## src/rtl/seq_pkg.sv

```systemverilog
// seq_pkg: shared state encoding and default sizing for the program sequencer
package seq_pkg;
    typedef enum logic [1:0] {IDLE, RUN, DONE} seq_state_e;
    localparam int SEQ_D        = 12;
    localparam int SEQ_NPROG    = 4;
    localparam int SEQ_END_ADDR = 256;
    localparam int SEQ_MAX_CYC  = 4096;
endpackage

```

## src/rtl/prog_lut.sv

```systemverilog
// prog_lut: combinational program-slot to start-address table, slot k starts at k*64
module prog_lut
    import seq_pkg::*;
#(
    parameter int D     = SEQ_D,
    parameter int NPROG = SEQ_NPROG
) (
    input  logic [$clog2(NPROG)-1:0] slot,
    output logic [D-1:0]             start
);
    logic [D-1:0] lut [NPROG];
    for (genvar k = 0; k < NPROG; k++) begin : g_lut
        assign lut[k] = D'(k * 64);
    end
    assign start = lut[slot];
endmodule

```

## src/rtl/prog_sequencer.sv

```systemverilog
// prog_sequencer: PC, run handshake, jumps/branches, halt/end detection; optional watchdog via SEQ_WATCHDOG_EN
module prog_sequencer
    import seq_pkg::*;
#(
    parameter int D        = SEQ_D,
    parameter int NPROG    = SEQ_NPROG,
    parameter int END_ADDR = SEQ_END_ADDR,
    parameter int MAX_CYC  = SEQ_MAX_CYC
) (
    input  logic                       clk,
    input  logic                       reset,
    input  logic                       req,
    input  logic [$clog2(NPROG)-1:0]   prog_sel,
    input  logic                       stall,
    input  logic                       halt,
    input  logic                       jump_en,
    input  logic                       branch_en,
    input  logic [D-1:0]               target,
    output logic [D-1:0]               prog_ctr,
    output logic [D-1:0]               link_addr,
    output logic                       busy,
    output logic                       done,
    output logic                       timeout,
    output logic [$clog2(MAX_CYC):0]   cyc_cnt
);
    localparam int CW = $clog2(MAX_CYC) + 1;

    seq_state_e   state, state_d;
    logic [D-1:0] pc_d, link_d, start;
    logic [CW-1:0] cnt_d;
    logic         at_end;

    prog_lut #(.D(D), .NPROG(NPROG)) u_lut (
        .slot  (prog_sel),
        .start (start)
    );

    assign at_end = halt || prog_ctr == D'(END_ADDR);
    assign busy   = state == RUN;
    assign done   = state == DONE;

`ifdef SEQ_WATCHDOG_EN
    logic to_d;
`else
    assign timeout = 1'b0;
`endif

    // next-state and next-PC selection; halt/end beats the watchdog on the same edge
    always_comb begin
        state_d = state;
        pc_d    = prog_ctr;
        link_d  = link_addr;
        cnt_d   = cyc_cnt;
`ifdef SEQ_WATCHDOG_EN
        to_d    = timeout;
`endif
        case (state)
            IDLE: if (req) begin
                state_d = RUN;
                pc_d    = start;
                cnt_d   = '0;
`ifdef SEQ_WATCHDOG_EN
                to_d    = 1'b0;
`endif
            end
            RUN: begin
                cnt_d = &cyc_cnt ? cyc_cnt : cyc_cnt + 1'b1;
                if (!stall && at_end) state_d = DONE;
                else begin
                    if (!stall) pc_d = jump_en ? target : branch_en ? prog_ctr + target : prog_ctr + 1'b1;
                    if (!stall && jump_en) link_d = prog_ctr + 1'b1;
`ifdef SEQ_WATCHDOG_EN
                    if (cyc_cnt == CW'(MAX_CYC - 1)) begin
                        state_d = DONE;
                        to_d    = 1'b1;
                        pc_d    = prog_ctr;
                        link_d  = link_addr;
                    end
`endif
                end
            end
            default: state_d = IDLE;
        endcase
    end

    // state registers, cleared asynchronously so a mid-run reset gives no done pulse
    always_ff @(posedge clk or negedge reset) begin
        if (!reset) begin
            state     <= IDLE;
            prog_ctr  <= '0;
            link_addr <= '0;
            cyc_cnt   <= '0;
`ifdef SEQ_WATCHDOG_EN
            timeout   <= 1'b0;
`endif
        end else begin
            state     <= state_d;
            prog_ctr  <= pc_d;
            link_addr <= link_d;
            cyc_cnt   <= cnt_d;
`ifdef SEQ_WATCHDOG_EN
            timeout   <= to_d;
`endif
        end
    end
endmodule

```

## config.mk

```make
export PLATFORM = sky130hd
export DESIGN_NAME = prog_sequencer
export DESIGN_NICKNAME = d
export VERILOG_FILES = /design/src/rtl/seq_pkg.sv /design/src/rtl/prog_lut.sv /design/src/rtl/prog_sequencer.sv
export SDC_FILE = /design/constraint.sdc
export NUM_CORES = 1
export LEC_CHECK = 0
export ABC_CLOCK_PERIOD_IN_PS = 5150
export BUFFER_PORTS_ARGS = -buffer_cell sky130_fd_sc_hd__buf_2
export CAP_MARGIN = 20
export CORE_MARGIN = 2
export CORE_UTILIZATION = 35
export CTS_CLUSTER_DIAMETER = 100
export DETAILED_ROUTE_END_ITERATION = 7
export HOLD_SLACK_MARGIN = 0.12
export PLACE_DENSITY = 0.57
export SYNTH_ARGS = -nofsm -noshare
export SYNTH_HDL_FRONTEND = slang
export SYNTH_HIERARCHICAL = 1
export SYNTH_SLANG_ARGS = --single-unit
export TNS_END_PERCENT = 10
```

## constraint.sdc

```tcl
create_clock -name clk -period 5.15 [get_ports clk]
set_input_delay 0.515 -clock clk [delete_from_list [all_inputs] [get_ports clk]]
set_output_delay 0.515 -clock clk [all_outputs]
set_load 0.005 [all_outputs]
```

==> metrics list, run 1 <==
- The run finished with clean final reports.
- The smallest clock period supported by the final layout is computed as 2.56 ns.
* RSZ-0062 raised after global routing: no
* Ratio of total power to cell area: 534 nW/um^2
* Number of max-cap violations: 0
- P&R area growth vs syn: 14.9%
- After floorplanning, the core was divided into 33 placement rows.
- Clock-pin slew was measured on the worst setup and hold paths at 0.09 ns.
* Placed inst area: 3230 um^2
- The detailed router placed 2593 vias in this run.
- GRT Residual Overflow: 0
- Final hold analysis gives a worst-case slack of 0.337 ns.
* Number of buffers added to fix hold violations after cts: 0
- Fraction of final layout cells with drive strength greater than 1: 22.4%
- The count of final max-slew check failures is 0.
- Yosys warns: 6
* I/O pin total: 61
- For this run, design rule violations remaining after detail routing come to 0.
- The clock reaches the later pin of the worst-skew pair after 0.30 ns.
* Total placed cells including tap cells: 486
- Distinct cell type count after synthesis: 61
- Pin count of the biggest net entering global routing: 40
- Total of flip-flops plus latches after synthesis: 39
- The clock net in this run drives a total of 39 sinks.
- Startpoint Class: flop
- Main flop type after synthesis: sky130_fd_sc_hd__dfrtp_1
- Clock tree synthesis inserted a total of 5 buffers.
- TritonCTS built the clock tree.
* Post-synth EDFFs: 0
* Worst min path class: input port to async pin
- Highest-count cells in the layout ignoring fill and taps: 59 x sky130_fd_sc_hd__buf_2, 39 x sky130_fd_sc_hd__dfrtp_1, 34 x sky130_fd_sc_hd__nor2_1, 32 x sky130_fd_sc_hd__nand2_1, 24 x sky130_fd_sc_hd__a21oi_1
- Setup violations remaining at the end of the flow were counted as 0.
* Crit Path Class: flop to flop
- X dimension of the die: 95.5 um
- Leakage component of the power: 1.55 nW
- Number of search-and-repair iterations in the first detailed-routing pass: 4
* Most common cell after layout, fill and taps aside: sky130_fd_sc_hd__buf_2
* Setup crit end kind: flop
- Initial Util: 35.9%
- Overall power consumption after layout is estimated at 1.80 mW.
* Vias per Instance: 5.25
- 0 antenna diodes ended up in the layout.
* Chain of cells forming the critical path: inv_1 -> ha_1 -> nor4b_1 -> a31oi_2 -> a21oi_2 -> a21oi_1 -> a21oi_1 -> o21ai_1
- Detailed placement finished with a half-perimeter wire length of 5.46 mm.
- Final clock period utilization by the worst path: 49.6%
- Clock Root Buffer: sky130_fd_sc_hd__clkbuf_8
- Buffers placed on the I/O ports in this run total 59.
- Die area: 9130 um^2
- For this run, the total global-route usage over all layers was measured as 17.5%.
* Final-layout fill cell count: 850
* Number of global-route vias before repair: 2514
* Detailed-route wire length per cell: 15.1 um
- Depth of the most critical reg-to-reg path: 8
- The finished layout holds 494 standard cells, fillers aside.
- Once the clock tree was built, the setup fixing pass inserted 0 buffers.
* Library cell contributing the largest single delay on the critical path: sky130_fd_sc_hd__a21oi_2
- STA puts the critical path data required time at 5.33 ns.
- Sequential elements use 33.3% of the synthesized area.
- At the worst endpoint, the arrival time is 2.74 ns.
* Clock Tree Buf Depth: 2
- The number of antenna violations at the first check in global routing is 0.
* First-pass GRT wire length: 12.5 mm
- In this run, post-CTS repair resized a total of 0 instances.
- Among the stages of the critical path, the cell type that occurs most often is sky130_fd_sc_hd__a21oi_1.
* Peak ir drop on the vdd network: 0.193 mV
- The core region is 8180 um^2.
* Post-Route WL: 7.45 mm
- Number of failing hold endpoints at the final stage: 0
- After synthesis, the share of flip-flops with an asynchronous set or reset is 100%.
* Area taken by multi-input logic gates: 1800 um^2
- Dividing the synthesized area by the synthesized cell count gives 8.63 um^2.
- Worst slew margin relative to its limit: 31.5%
- Storage cell area: 976 um^2
- Initial DRC count: 152
- From bottom edge to top edge, the die measures 95.5 um.
* Worst-Margin Slew: 1.02 ns
- Cell area after technology mapping: 2930 um^2
* Max Fanout on Critical Path: 23
* Post-synthesis cell count: 340
* Fin Setup TNS: 0 ns
- For this run, the slowest stage of the critical path takes 0.80 ns.
* H-tree lvl count: 2
* Antenna viol nets, final: 0
* Final net count: 424
* Global placer's final weighted congestion: 0.928
* Fmax: 391 MHz
- Clock skew after layout: 0.00892 ns
- Summing all non-filler instances in the final layout gives an area of 3370 um^2.
metal layers:
| layer | share of wire, % | track usage, % |
|---|---|---|
| met1 | 47 | 25.0 |
| met2 | 45 | 27.6 |
| met3 | 6.0 | 1.90 |
| met4 | 1.8 | 5.60 |
| met5 | 0 | 0 |
stage by stage:
stage	utilization (%)	setup slack (ns)
final	41.2	2.59
after global routing	41.2	2.30
after CTS	41.2	2.59
after detailed placement	39.5	2.59
after global placement	39.5	2.61
after floorplan	-	2.91
synthesized netlist by cell type, types with 6 or more instances:
cell,count,area (um^2)
sky130_fd_sc_hd__dfrtp_1,39,976
sky130_fd_sc_hd__nor2_1,34,128
sky130_fd_sc_hd__nand2_1,32,120
sky130_fd_sc_hd__a21oi_1,24,120
sky130_fd_sc_hd__xor2_1,15,131
sky130_fd_sc_hd__buf_4,14,105
sky130_fd_sc_hd__ha_1,14,175
sky130_fd_sc_hd__o21ai_0,14,70.1
sky130_fd_sc_hd__nand3_1,13,65.1
sky130_fd_sc_hd__o21ai_1,11,55.1
sky130_fd_sc_hd__xnor2_1,10,87.6
sky130_fd_sc_hd__inv_1,8,30.0
sky130_fd_sc_hd__nor2b_1,7,43.8
sky130_fd_sc_hd__a211oi_1,6,45.0
sky130_fd_sc_hd__mux2_2,6,67.6
sky130_fd_sc_hd__nand4_1,6,37.5
sequential cells by signal, indices dropped and copies added, names as in the netlist:
signal and flops:
cyc_cnt 13, link_addr 12, prog_ctr 12, state 2
power breakdown:
part	leakage [nW]	switching (mW)	internal (mW)
sequential	0.498	0.150	0.413
clock	0.0644	0.119	0.193
combinational	0.992	0.517	0.407
cell type report:
cell class | count | area share (%)
multi-input cells | 274 | 53.3
flip-flops and latches | 39 | 29.0
repair buffers | 59 | 8.76
well taps | 105 | 3.90
clock buffers | 5 | 2.04
clock inverters | 3 | 2.01
inverters | 9 | 1.00
cells by family (layout without fill, tap and decap cells):
family / count (synthesis) / in the layout / share of synthesized area (%)
xor+xnor: 25 / 25 / 7.47
mux: 10 / 10 / 3.67
simple gates: 123 / 123 / 21.7
compound gates: 90 / 90 / 20.4
flops: 39 / 39 / 33.3
fa+ha+maj: 15 / 15 / 6.66
buf+inv: 36 / 76 / 6.61
other cells: 2 / 11 / 0.256
path summary, 6_finish.rpt:
check	slack [ns]	from	endpoint
setup / recovery	2.59	prog_ctr[1]	prog_ctr[11]
min in group clk	0.41	stall	state[1]
setup reg to reg	2.59	prog_ctr[1]	prog_ctr[11]
max in group asynchronous	4.24	reset	prog_ctr[2]
hold / removal	0.34	reset	cyc_cnt[2]
hold reg to reg	0.48	link_addr[3]	link_addr[3]
critical path: cells and delay by family, from the launching register on:
kind | cells | cell delay (ns)
AO/OA/AOI/OAI | 5 | 1.35
buffers and inverters | 1 | 0.13
flip-flops | 1 | 0.45
adder cells (fa/ha/maj) | 1 | 0.18
AND/OR/NAND/NOR | 1 | 0.32
Power figures use the tool's default switching activity.
==> run 2, diff against run 1 <==
--- a/config.mk
+++ b/config.mk
@@ -5,7 +5,7 @@
 export SDC_FILE = /design/constraint.sdc
 export NUM_CORES = 1
 export LEC_CHECK = 0
-export ABC_CLOCK_PERIOD_IN_PS = 5150
+export ABC_CLOCK_PERIOD_IN_PS = 2100
 export BUFFER_PORTS_ARGS = -buffer_cell sky130_fd_sc_hd__buf_2
 export CAP_MARGIN = 20
 export CORE_MARGIN = 2
@@ -13,7 +13,7 @@
 export CTS_CLUSTER_DIAMETER = 100
 export DETAILED_ROUTE_END_ITERATION = 7
 export HOLD_SLACK_MARGIN = 0.12
-export PLACE_DENSITY = 0.57
+export PLACE_DENSITY = 0.59
 export SYNTH_ARGS = -nofsm -noshare
 export SYNTH_HDL_FRONTEND = slang
 export SYNTH_HIERARCHICAL = 1
==> constraint.sdc (replaced) <==
create_clock -name clk -period 2.1 [get_ports clk]
set_input_delay 0.21 -clock clk [delete_from_list [all_inputs] [get_ports clk]]
set_output_delay 0.21 -clock clk [all_outputs]
set_load 0.005 [all_outputs]
==> metrics list, run 2 (synthesized netlist as in run 1, its figures left out) <==
* Outcome: finished with violations
* Failing checks: setup timing
- Clock tree from TritonCTS: done
- Counting tap cells, the placed design contains a total of 518 instances.
- In the routed design, unresolved DRC markers number 0.
- The initial utilization of the core area, before any placement, comes to 35.9%.
- I/O pin total: 61
- The worst setup path is launched from a flop.
- In this run the core area contains 33 standard-cell rows.
- Of all nets on the critical path, the largest fanout is 4.
- Final max-slew violation count: 0
* Die area: 9130 um^2
- H-tree lvl count: 2
* Final Setup Violations: 3
- Number of global-route vias before repair: 2637
* Number of max-cap violations: 0
* Share of power burned in registers: 26.2%
* Crit Path Class: flop to flop
- Critical path arrival: 2.35 ns
- Peak ir drop on the vdd network: 0.504 mV
- In this design, the stage delay of the slowest critical-path cell is 0.43 ns.
* Initial DRC count: 181
- Traced cell by cell, the critical path runs through ha_4 -> inv_1 -> fa_2 -> nor2b_1 -> o31a_1 -> o31a_1 -> or3_1 -> a21oi_2 -> o21ai_1.
- Required @ worst endpoint: 2.28 ns
* Number of search-and-repair iterations in the first detailed-routing pass: 5
- Via count: 2736
- After the last flow step, the layout net total stands at 458.
- The clock arrives with 0.0128 ns of skew.
- After detailed routing, the average wire length per cell comes to 15.1 um.
- Die height: 95.5 um
- Global placer's final weighted congestion: 0.852
- Clock Tree Buf Depth: 2
- Fin Setup TNS: -0.0778 ns
- For this block, the routed nets add up to 7.97 mm of wire.
* Gate power share: 59.9%
- Number of non-filler instances in the completed layout: 528
- GRT Resource Usage Total: 18.6%
* Floorplan core area: 8180 um^2
* Setup crit end kind: flop
- The number of clock buffers added by TritonCTS is 5.
* Fraction of final layout cells with drive strength greater than 1: 30.3%
* Number of failing hold endpoints at the final stage: 0
- RSZ-0062 raised after global routing: yes
- After layout, the worst setup slack is -0.0692 ns.
* Pin count of the biggest net entering global routing: 24
- Clock-pin slew was measured on the worst setup and hold paths at 0.09 ns.
- GRT Residual Overflow: 0
- In the final layout, the registers with the most flip-flops are cyc_cnt (13), link_addr (12), prog_ctr (12).
- Ranked by flip-flop count, first place goes to cyc_cnt.
- The first global-routing pass estimated 13.3 mm of wire.
- Post-layout min period: 2.17 ns
- Total internal power: 2.73 mW
* P&R area growth vs syn: 25.2%
- Net switching is 43.0% of the power.
- Antenna viol nets, final: 0
* Final clock period utilization by the worst path: 103%
* Minimum hold slack: 0.241 ns
- Worst min path class: input port to flop
- The analysis attributes to net switching a power of 2.06 mW.
* Num Clock Sinks: 39
* Part of the total power dissipated in the clock network: 13.9%
- CP dominant cell by count: sky130_fd_sc_hd__o31a_1
* Input/output buffers: 59
- The register with the most flip-flops in the layout has 13 of them.
- Clock latency on the worst-skew pair: 0.30 ns
* Initial antenna violation count: 0
* HPWL after detailed placement: 6.28 mm
* Library cell contributing the largest single delay on the critical path: sky130_fd_sc_hd__dfrtp_2
* Most common cell after layout, fill and taps aside: sky130_fd_sc_hd__buf_2
- Fmax: 461 MHz
- The root buffer cell chosen for the clock tree is sky130_fd_sc_hd__clkbuf_8.
- Highest-count cells in the layout ignoring fill and taps: 59 x sky130_fd_sc_hd__buf_2, 37 x sky130_fd_sc_hd__dfrtp_1, 34 x sky130_fd_sc_hd__nor2_1, 32 x sky130_fd_sc_hd__nand2_1, 32 x sky130_fd_sc_hd__buf_4
* Antenna fix cells: 0
* X dimension of the die: 95.5 um
- Power spread over the standard cell area amounts to 1300 nW/um^2.
- Leakage component of the power: 1.71 nW
- Vias per Instance: 5.18
==> run 2: changes by cell type in the layout (fill, tap and decap cells not counted), moves of 2 or more <==
cell,before,now
sky130_fd_sc_hd__buf_4,0,32
sky130_fd_sc_hd__ha_1,14,12
sky130_fd_sc_hd__dfrtp_2,0,2
sky130_fd_sc_hd__dfrtp_1,39,37
sky130_fd_sc_hd__dlygate4sd3_1,0,2
sky130_fd_sc_hd__ha_4,0,2
sky130_fd_sc_hd__o21ai_1,11,13
sky130_fd_sc_hd__o21ai_0,14,12
==> run 2: area by class of cell <==
class                   count  area [um^2]
fillers                   840         4500
multi-input cells         274         1850
flip-flops and latches     39          978
repair buffers             93          556
well taps                 105          131
clock buffers               6         82.6
clock inverters             2         35.0
inverters                   9         33.8
==> run 2: path summary, 6_finish.rpt <==
kind,from,endpoint,slack [ns],depth (start not counted)
min in group asynchronous,reset,prog_ctr[3],0.41,2
min reg2reg,link_addr[5],link_addr[5],0.47,2
max reg2reg,prog_ctr[0],prog_ctr[10],-0.07,9
min,prog_sel[1],prog_ctr[7],0.24,3
max,prog_ctr[0],prog_ctr[10],-0.07,9
max in group asynchronous,reset,link_addr[9],1.03,3
==> run 2: per-layer routing <==
layer / global-route usage, % / share of wire (%) / up-vias
met5: 0 / 0 / -
met4: 5.48 / 1.1 / 0
met3: 1.98 / 5.9 / 6
met2: 30.2 / 46 / 88
met1: 26.1 / 47 / 1283
li1: - / - / 1359
==> run 2: worst max-delay path, delay by kind of cell (launching register included) <==
family                     cells  cell delay, ns
AOI/OAI and AO/OA              4            0.79
buffers and inverters          1            0.06
DFF                            1            0.43
adders and majority gates      2            0.36
and+or+nand+nor                2            0.42
==> run 2: through the flow <==
step / instance area, um^2 / util [%] / total power [mW] / worst slack [ns]
3_3_place_gp: 3500 / 42.8 / 4.04 / -0.0419
5_1_grt: 3670 / 44.9 / 5.22 / -0.167
3_5_place_dp: 3500 / 42.8 / 4.08 / -0.0965
4_1_cts: 3660 / 44.7 / 4.80 / -0.0756
6_report: 3670 / 44.9 / 4.78 / -0.0692
2_1_floorplan: 2990 / - / 2.98 / -0.0303
==> run 2: timing repair <==
item / 4_1_cts / 5_1_grt
endpoints found under the hold margin: 19 / 0
resized for setup: 3 / 5
endpoints found under the setup margin: 13 / 17
pin swaps: 5 / 2
hold buffers: 2 / 0
buffers inserted: 0 / 0
==> run 2: power groups by stage <==
stage / Clock (mW) / Sequential, mW / Combinational (mW)
3_3_place_gp: 0 / 1.26 / 2.77
3_5_place_dp: 0 / 1.27 / 2.81
6_report: 0.664 / 1.26 / 2.87
2_1_floorplan: 0 / 1.33 / 1.65
5_1_grt: 0.705 / 1.30 / 3.22
4_1_cts: 0.682 / 1.26 / 2.85
